`config.mk`:
```
export PLATFORM = sky130hd
export DESIGN_NAME = uart_modport
export DESIGN_NICKNAME = d
export VERILOG_FILES = /design/src/rtl/uart_modport.sv
export SDC_FILE = /design/constraint.sdc
export NUM_CORES = 1
export LEC_CHECK = 0
export CORE_MARGIN = 1
export CORE_UTILIZATION = 28
export CTS_CLUSTER_SIZE = 20
export DETAILED_ROUTE_END_ITERATION = 7
export PLACE_DENSITY = 0.56
export SLEW_MARGIN = 10
export SYNTH_ARGS = -nofsm -noshare
export SYNTH_HDL_FRONTEND = slang
export SYNTH_SLANG_ARGS = --single-unit
```
`constraint.sdc`:
```
create_clock -name clk -period 2.6 [get_ports clk]
set_clock_uncertainty 0.1 [all_clocks]
set_input_delay 0.52 -clock clk [delete_from_list [all_inputs] [get_ports clk]]
set_output_delay 0.52 -clock clk [all_outputs]
set_load 0.02 [all_outputs]
```
`src/rtl/uart_modport.sv`:
```
// Slave-side UART endpoint: deserializes frames on tx into a host holding register and
// serializes host bytes onto rx, with cts_n/rts_n flow control and receive error flags.
module uart_modport #(
    parameter int unsigned CLKS_PER_BIT = 1085,
    parameter int unsigned DATA_BITS    = 8,
    parameter bit          PARITY_EN    = 1'b0,
    parameter bit          PARITY_ODD   = 1'b0
) (
    input  logic                 clk,
    input  logic                 rst,
    input  logic                 tx,
    input  logic                 rts_n,
    output logic                 rx,
    output logic                 cts_n,
    output logic                 tx_busy,
    output logic                 rx_ready,
    output logic                 frame_error,
    output logic                 parity_error,
    output logic                 overrun_error,
    input  logic [DATA_BITS-1:0] tx_data,
    input  logic                 tx_valid,
    output logic                 tx_ready,
    output logic [DATA_BITS-1:0] rx_data,
    output logic                 rx_valid,
    input  logic                 rx_ack
);

    localparam int unsigned    CntW     = $clog2(CLKS_PER_BIT);
    localparam logic [CntW-1:0] CntLast = CntW'(CLKS_PER_BIT - 1);
    localparam logic [CntW-1:0] CntHalf = CntW'(CLKS_PER_BIT / 2);
    localparam logic [2:0]      IdxLast = 3'(DATA_BITS - 1);

    typedef enum logic [2:0] {StIdle, StStart, StData, StParity, StStop} state_e;

    // ------------------------------------------------------------------ receiver
    logic                 tx_s1, tx_s2;
    state_e               rx_state_q, rx_state_d;
    logic [CntW-1:0]      rx_cnt_q, rx_cnt_d;
    logic [2:0]           rx_idx_q, rx_idx_d;
    logic [DATA_BITS-1:0] rx_sh_q, rx_sh_d;
    logic                 rx_par_q, rx_par_d;
    logic [DATA_BITS-1:0] rx_data_q, rx_data_d;
    logic                 rx_valid_q, rx_valid_d;
    logic                 fe_q, fe_d, pe_q, pe_d, ovr_q, ovr_d;
    logic                 cts_n_q;

    always_ff @(posedge clk or negedge rst) begin
        if (!rst) begin
            tx_s1      <= 1'b1;
            tx_s2      <= 1'b1;
            rx_state_q <= StIdle;
            rx_cnt_q   <= '0;
            rx_idx_q   <= '0;
            rx_sh_q    <= '0;
            rx_par_q   <= 1'b0;
            rx_data_q  <= '0;
            rx_valid_q <= 1'b0;
            fe_q       <= 1'b0;
            pe_q       <= 1'b0;
            ovr_q      <= 1'b0;
            cts_n_q    <= 1'b1;
        end else begin
            tx_s1      <= tx;
            tx_s2      <= tx_s1;
            rx_state_q <= rx_state_d;
            rx_cnt_q   <= rx_cnt_d;
            rx_idx_q   <= rx_idx_d;
            rx_sh_q    <= rx_sh_d;
            rx_par_q   <= rx_par_d;
            rx_data_q  <= rx_data_d;
            rx_valid_q <= rx_valid_d;
            fe_q       <= fe_d;
            pe_q       <= pe_d;
            ovr_q      <= ovr_d;
            cts_n_q    <= rx_valid_d;
        end
    end

    always_comb begin
        rx_state_d = rx_state_q;
        rx_cnt_d   = rx_cnt_q;
        rx_idx_d   = rx_idx_q;
        rx_sh_d    = rx_sh_q;
        rx_par_d   = rx_par_q;
        rx_data_d  = rx_data_q;
        rx_valid_d = rx_valid_q;
        fe_d       = fe_q;
        pe_d       = pe_q;
        ovr_d      = ovr_q;
        if (rx_ack && rx_valid_q) begin
            rx_valid_d = 1'b0;
            ovr_d      = 1'b0;
        end
        unique case (rx_state_q)
            StIdle: begin
                if (!tx_s2) begin
                    rx_state_d = StStart;
                    rx_cnt_d   = CntHalf;
                end
            end
            StStart: begin
                if (rx_cnt_q == '0) begin
                    if (tx_s2) begin
                        rx_state_d = StIdle;
                    end else begin
                        rx_state_d = StData;
                        rx_cnt_d   = CntLast;
                        rx_idx_d   = '0;
                    end
                end else begin
                    rx_cnt_d = rx_cnt_q - 1'b1;
                end
            end
            StData: begin
                if (rx_cnt_q == '0) begin
                    rx_sh_d  = {tx_s2, rx_sh_q[DATA_BITS-1:1]};
                    rx_cnt_d = CntLast;
                    if (rx_idx_q == IdxLast) begin
                        rx_state_d = PARITY_EN ? StParity : StStop;
                    end else begin
                        rx_idx_d = rx_idx_q + 1'b1;
                    end
                end else begin
                    rx_cnt_d = rx_cnt_q - 1'b1;
                end
            end
            StParity: begin
                if (rx_cnt_q == '0) begin
                    rx_par_d   = tx_s2;
                    rx_state_d = StStop;
                    rx_cnt_d   = CntLast;
                end else begin
                    rx_cnt_d = rx_cnt_q - 1'b1;
                end
            end
            StStop: begin
                if (rx_cnt_q == '0) begin
                    // Leave at the stop-bit centre so a back-to-back start edge is not missed.
                    rx_state_d = StIdle;
                    if (!rx_valid_q || rx_ack) begin
                        rx_data_d  = rx_sh_q;
                        rx_valid_d = 1'b1;
                        fe_d       = !tx_s2;
                        pe_d       = PARITY_EN && ((^rx_sh_q ^ rx_par_q) != PARITY_ODD);
                    end else begin
                        ovr_d = 1'b1;
                    end
                end else begin
                    rx_cnt_d = rx_cnt_q - 1'b1;
                end
            end
            default: rx_state_d = StIdle;
        endcase
    end

    assign tx_busy       = (rx_state_q != StIdle) || !tx;
    assign cts_n         = cts_n_q;
    assign rx_data       = rx_data_q;
    assign rx_valid      = rx_valid_q;
    assign frame_error   = fe_q;
    assign parity_error  = pe_q;
    assign overrun_error = ovr_q;

    // --------------------------------------------------------------- transmitter
    state_e               tx_state_q, tx_state_d;
    logic [CntW-1:0]      tx_cnt_q, tx_cnt_d;
    logic [2:0]           tx_idx_q, tx_idx_d;
    logic [DATA_BITS-1:0] tx_sh_q, tx_sh_d;
    logic                 tx_par_q, tx_par_d;
    logic                 rx_q, rx_d;
    logic                 rx_ready_q, tx_ready_q;

    always_ff @(posedge clk or negedge rst) begin
        if (!rst) begin
            tx_state_q <= StIdle;
            tx_cnt_q   <= '0;
            tx_idx_q   <= '0;
            tx_sh_q    <= '0;
            tx_par_q   <= 1'b0;
            rx_q       <= 1'b1;
            rx_ready_q <= 1'b0;
            tx_ready_q <= 1'b0;
        end else begin
            tx_state_q <= tx_state_d;
            tx_cnt_q   <= tx_cnt_d;
            tx_idx_q   <= tx_idx_d;
            tx_sh_q    <= tx_sh_d;
            tx_par_q   <= tx_par_d;
            rx_q       <= rx_d;
            rx_ready_q <= (tx_state_d != StIdle);
            tx_ready_q <= (tx_state_d == StIdle);
        end
    end

    always_comb begin
        tx_state_d = tx_state_q;
        tx_cnt_d   = tx_cnt_q;
        tx_idx_d   = tx_idx_q;
        tx_sh_d    = tx_sh_q;
        tx_par_d   = tx_par_q;
        if (tx_state_q == StIdle) begin
            if (tx_valid && tx_ready_q && !rts_n) begin
                tx_state_d = StStart;
                tx_sh_d    = tx_data;
                tx_cnt_d   = '0;
                tx_par_d   = ^tx_data ^ PARITY_ODD;
            end
        end else if (tx_cnt_q == CntLast) begin
            tx_cnt_d = '0;
            unique case (tx_state_q)
                StStart: begin
                    tx_state_d = StData;
                    tx_idx_d   = '0;
                end
                StData: begin
                    tx_sh_d = tx_sh_q >> 1;
                    if (tx_idx_q == IdxLast) begin
                        tx_state_d = PARITY_EN ? StParity : StStop;
                    end else begin
                        tx_idx_d = tx_idx_q + 1'b1;
                    end
                end
                StParity: tx_state_d = StStop;
                default:  tx_state_d = StIdle;
            endcase
        end else begin
            tx_cnt_d = tx_cnt_q + 1'b1;
        end
    end

    // The line level is registered from the next state so it changes with the state.
    always_comb begin
        rx_d = 1'b1;
        unique case (tx_state_d)
            StStart:  rx_d = 1'b0;
            StData:   rx_d = tx_sh_d[0];
            StParity: rx_d = tx_par_d;
            default:  rx_d = 1'b1;
        endcase
    end

    assign rx       = rx_q;
    assign rx_ready = rx_ready_q;
    assign tx_ready = tx_ready_q;

endmodule

```
==> flow_metrics.py <==
metrics = {
    "setup_path": {
        "endpoint_kind": "flip-flop",
        "critical_path.slowest_cell": "or4b_4",
        "crit_arrival_ns": 2.63,
        "worstReg2RegEnd": "rx",
        "cpPeakStageDelay_ns": 0.52,
        "cp_cell_sequence": "or4b_4 > or3_1 > o32ai_1 > a211oi_1 > or4_1",
        "worstPathRequired_ns": 2.74,
        "cp-start-kind": "flip-flop",
        "path_max_fanout": 5,
        "rr_worst_depth": 5,
        "worstReg2RegStart": "tx_cnt_q[9]",
        "crit_type": "reg -> reg",
        "r2r_slack_ns": 0.11,
    },
    "layout": {
        "final_common_cell": "dfrtp_1",
        "area_delta_synth_final_pct": 24.9,
        "fin_nets": 387,
        "n_antenna_cell": 0,
        "drive_gt1_share_pct": 18.4,
        "layout_common_cells": "dfrtp_1 (64), clkdlybuf4s50_1 (28), o21ai_0 (26)",
    },
    "route": {
        "wl_mm": 6.92,
        "vias": 2551,
        "ant_nets": 0,
        "drcViolationCount": 1,
        "dr.pass1.iters": 8,
        "drt_iter0_markers": 108,
        "via_per_inst": 4.97,
        "wire_per_inst_um": 13.5,
    },
    "clock_network": {
        "cts_repair_resize_count": 0,
        "cts_setup_buffers": 0,
        "clkSinkCount": 68,
        "clk_pin_slew_ns": 0.06,
        "cts_hold_buf": 0,
        "cts_buffers": 9,
        "cts_tree": "done",
        "cts_max_path_buffers": 2,
        "clock-root-buffer": "clkbuf_16",
        "cts_max_level": 3,
        "insertion_delay_ns": 0.33,
    },
    "placed_design": {
        "preCtsSetupSlack_ns": 0.119,
        "gp_congestion": 0.774,
        "dpl.hpwl_mm": 4.96,
        "numPortBuffers": 29,
    },
    "power_and_ir_drop": {
        "p_seq_share_pct": 44.1,
        "intPower_mw": 2.10,
        "ir_drop_v": 0.000304,
        "power_density_nw_per_um2": 697,
        "switching_share_pct": 28.3,
        "pwr-share-clk_pct": 38.2,
        "combPwrFrac_pct": 17.7,
        "switching_power_uw": 829,
        "leakage_nw": 1.84,
    },
    "global_route": {
        "grt_max_degree": 41,
        "track_usage_pct": 12.0,
        "overflow": 0,
        "busiest_layer": "met1",
        "grt_util_met2_pct": 16.7,
        "use_met1_pct": 17.0,
        "grt_pass1_wl_mm": 11.8,
        "antenna_found_initial": 0,
        "grt_pass1_vias": 2441,
        "use_met3_pct": 3.05,
    },
    "synthesis": {
        "synth.avg_cell_area_um2": 10.5,
        "synth_xor_xnor_area_share_pct": 2.60,
        "synth_nets": 341,
        "synth_ff_type": "dfrtp_1",
        "synth_area_um2": 3360,
        "yosysSeqAreaShare_pct": 50.7,
        "yosysUniqueCellTypes": 62,
        "synth_fa_ha_area_share_pct": 2.98,
        "synth_edf_count": 0,
        "yosys.area_share.simple_pct": 16.4,
        "synth_top_family_by_area": "compound AO/OA/AOI/OAI gates",
        "synth_compound_area_share_pct": 18.5,
        "syn_inst": 319,
        "async_flop_share_pct": 100,
        "synth_seq_cells": 68,
        "yosysWarnings": 0,
        "synth_mux_area_share_pct": 5.99,
    },
    "timing": {
        "setup_tns_ns": 0,
        "period_share_pct": 95.9,
        "max_freq_mhz": 401,
        "setup_slack_ns": 0.108,
        "timing.slew.headroom_pct": 55.1,
        "tightest_slew_ns": 0.673,
        "rsz0062_at_grt": "false",
        "report.final.hold_viol_count": 0,
        "slew_violations": 0,
        "setup_viol": 0,
        "min_period_ns": 2.49,
    },
    "floorplan": {
        "start_util_pct": 29.1,
        "die_w_um": 112,
        "coreArea_um2": 11600,
        "boundaryPins": 31,
        "rows": 39,
        "dieArea_um2": 12500,
        "die_h_um": 112,
    },
    "status": {
        "failed_checks": "design-rule violations",
        "status": "finished with violations",
    },
    "hold_path": {
        "min_path_type": "in -> async",
    },
    "run": {
        "timing.max_cap.violations": 0,
    },
}
layout make-up:
class | count | area (um^2)
fillers | 1105 | 7360
repair buffers | 48 | 440
inverters | 8 | 30.0
flip-flops and latches | 68 | 1710
multi-input cells | 230 | 1570
clock buffers | 10 | 239
well taps | 143 | 179
clock inverters | 6 | 40.0
state kept, by name, indices dropped and copies added (netlist names), 3 cells and up:
name / count
tx_sh_q: 8
rx_data: 8
rx_state_q: 3
tx_cnt_q: 11
rx_idx_q: 3
rx_sh_q: 8
tx_state_q: 3
tx_idx_q: 3
rx_cnt_q: 11
critical path: cells and delay by family, from the launching register on:
family	cells	cell delay [ns]
and+or+nand+nor	3	1.45
DFF	1	0.43
AOI/OAI and AO/OA	2	0.41
per-stage QoR:
| stage | std cells | hold WS [ns] | util (%) | total power, mW | instance area [um^2] |
|---|---|---|---|---|---|
| 2_1_floorplan | 319 | 0.124 | - | 1.62 | 3360 |
| 3_3_place_gp | 497 | 0.248 | 33.9 | 1.82 | 3920 |
| 3_5_place_dp | 497 | 0.253 | 33.9 | 1.84 | 3920 |
| 4_1_cts | 513 | 0.144 | 36.3 | 2.97 | 4200 |
| 5_1_grt | 513 | 0.181 | 36.3 | 3.10 | 4200 |
| 6_report | 513 | 0.132 | 36.3 | 2.93 | 4200 |
Yosys cell counts, types with 2 or more instances:
cell type	count	area (um^2)
a22oi_1	3	22.5
clkbuf_1	10	37.5
nand3b_1	3	22.5
nor3_1	11	55.1
o31ai_1	5	37.5
nand2_1	22	82.6
nand3_1	8	40.0
a32o_1	2	20.0
nand2b_1	6	37.5
a22o_1	9	78.8
ha_1	8	100
and2_1	3	18.8
nor2b_1	4	25.0
a21o_1	9	67.6
inv_1	8	30.0
nand4_1	2	12.5
nor2_1	23	86.3
o21ai_0	26	130
o41ai_1	4	35.0
a21oi_1	10	50.1
nor4_1	3	18.8
mux2_2	17	191
xor2_1	3	26.3
dfrtp_1	64	1600
xnor2_1	7	61.3
o22a_1	2	17.5
dfstp_2	4	105
or3_1	5	31.3
o22ai_1	2	12.5
a211oi_1	2	15.0
a31oi_1	3	18.8
power by group through the flow:
stage / sequential, mW / combinational (mW) / clock, mW
2_1_floorplan: 1.30 / 0.316 / 0
3_3_place_gp: 1.30 / 0.514 / 0
3_5_place_dp: 1.31 / 0.524 / 0
4_1_cts: 1.29 / 0.525 / 1.16
5_1_grt: 1.31 / 0.587 / 1.20
6_report: 1.29 / 0.519 / 1.12
worst max-delay path by stage:
stage | startpoint | end | slack [ns]
global placement | tx_cnt_q[9] | rx | 0.15
detailed placement | tx_cnt_q[9] | rx | 0.12
finish | tx_cnt_q[9] | rx | 0.11
global route | tx_cnt_q[9] | rx | 0.002
CTS | tx_cnt_q[9] | rx | 0.1
floorplan | tx_cnt_q[7] | rx | 0.16
kinds of logic after synthesis:
family,after synthesis
AND/OR/NAND/NOR,104
adder cells (fa/ha/maj),8
buffers and inverters,21
other,1
multiplexers,18
AO/OA/AOI/OAI,89
flip-flops,68
XOR/XNOR,10
routing by layer:
layer | vias to the layer above | share of wire, %
met1 | 1232 | 54
met2 | 40 | 42
met4 | 0 | 1.2
met5 | - | 0
li1 | 1271 | -
met3 | 8 | 2.8
(Power assumes the default switching activity.)
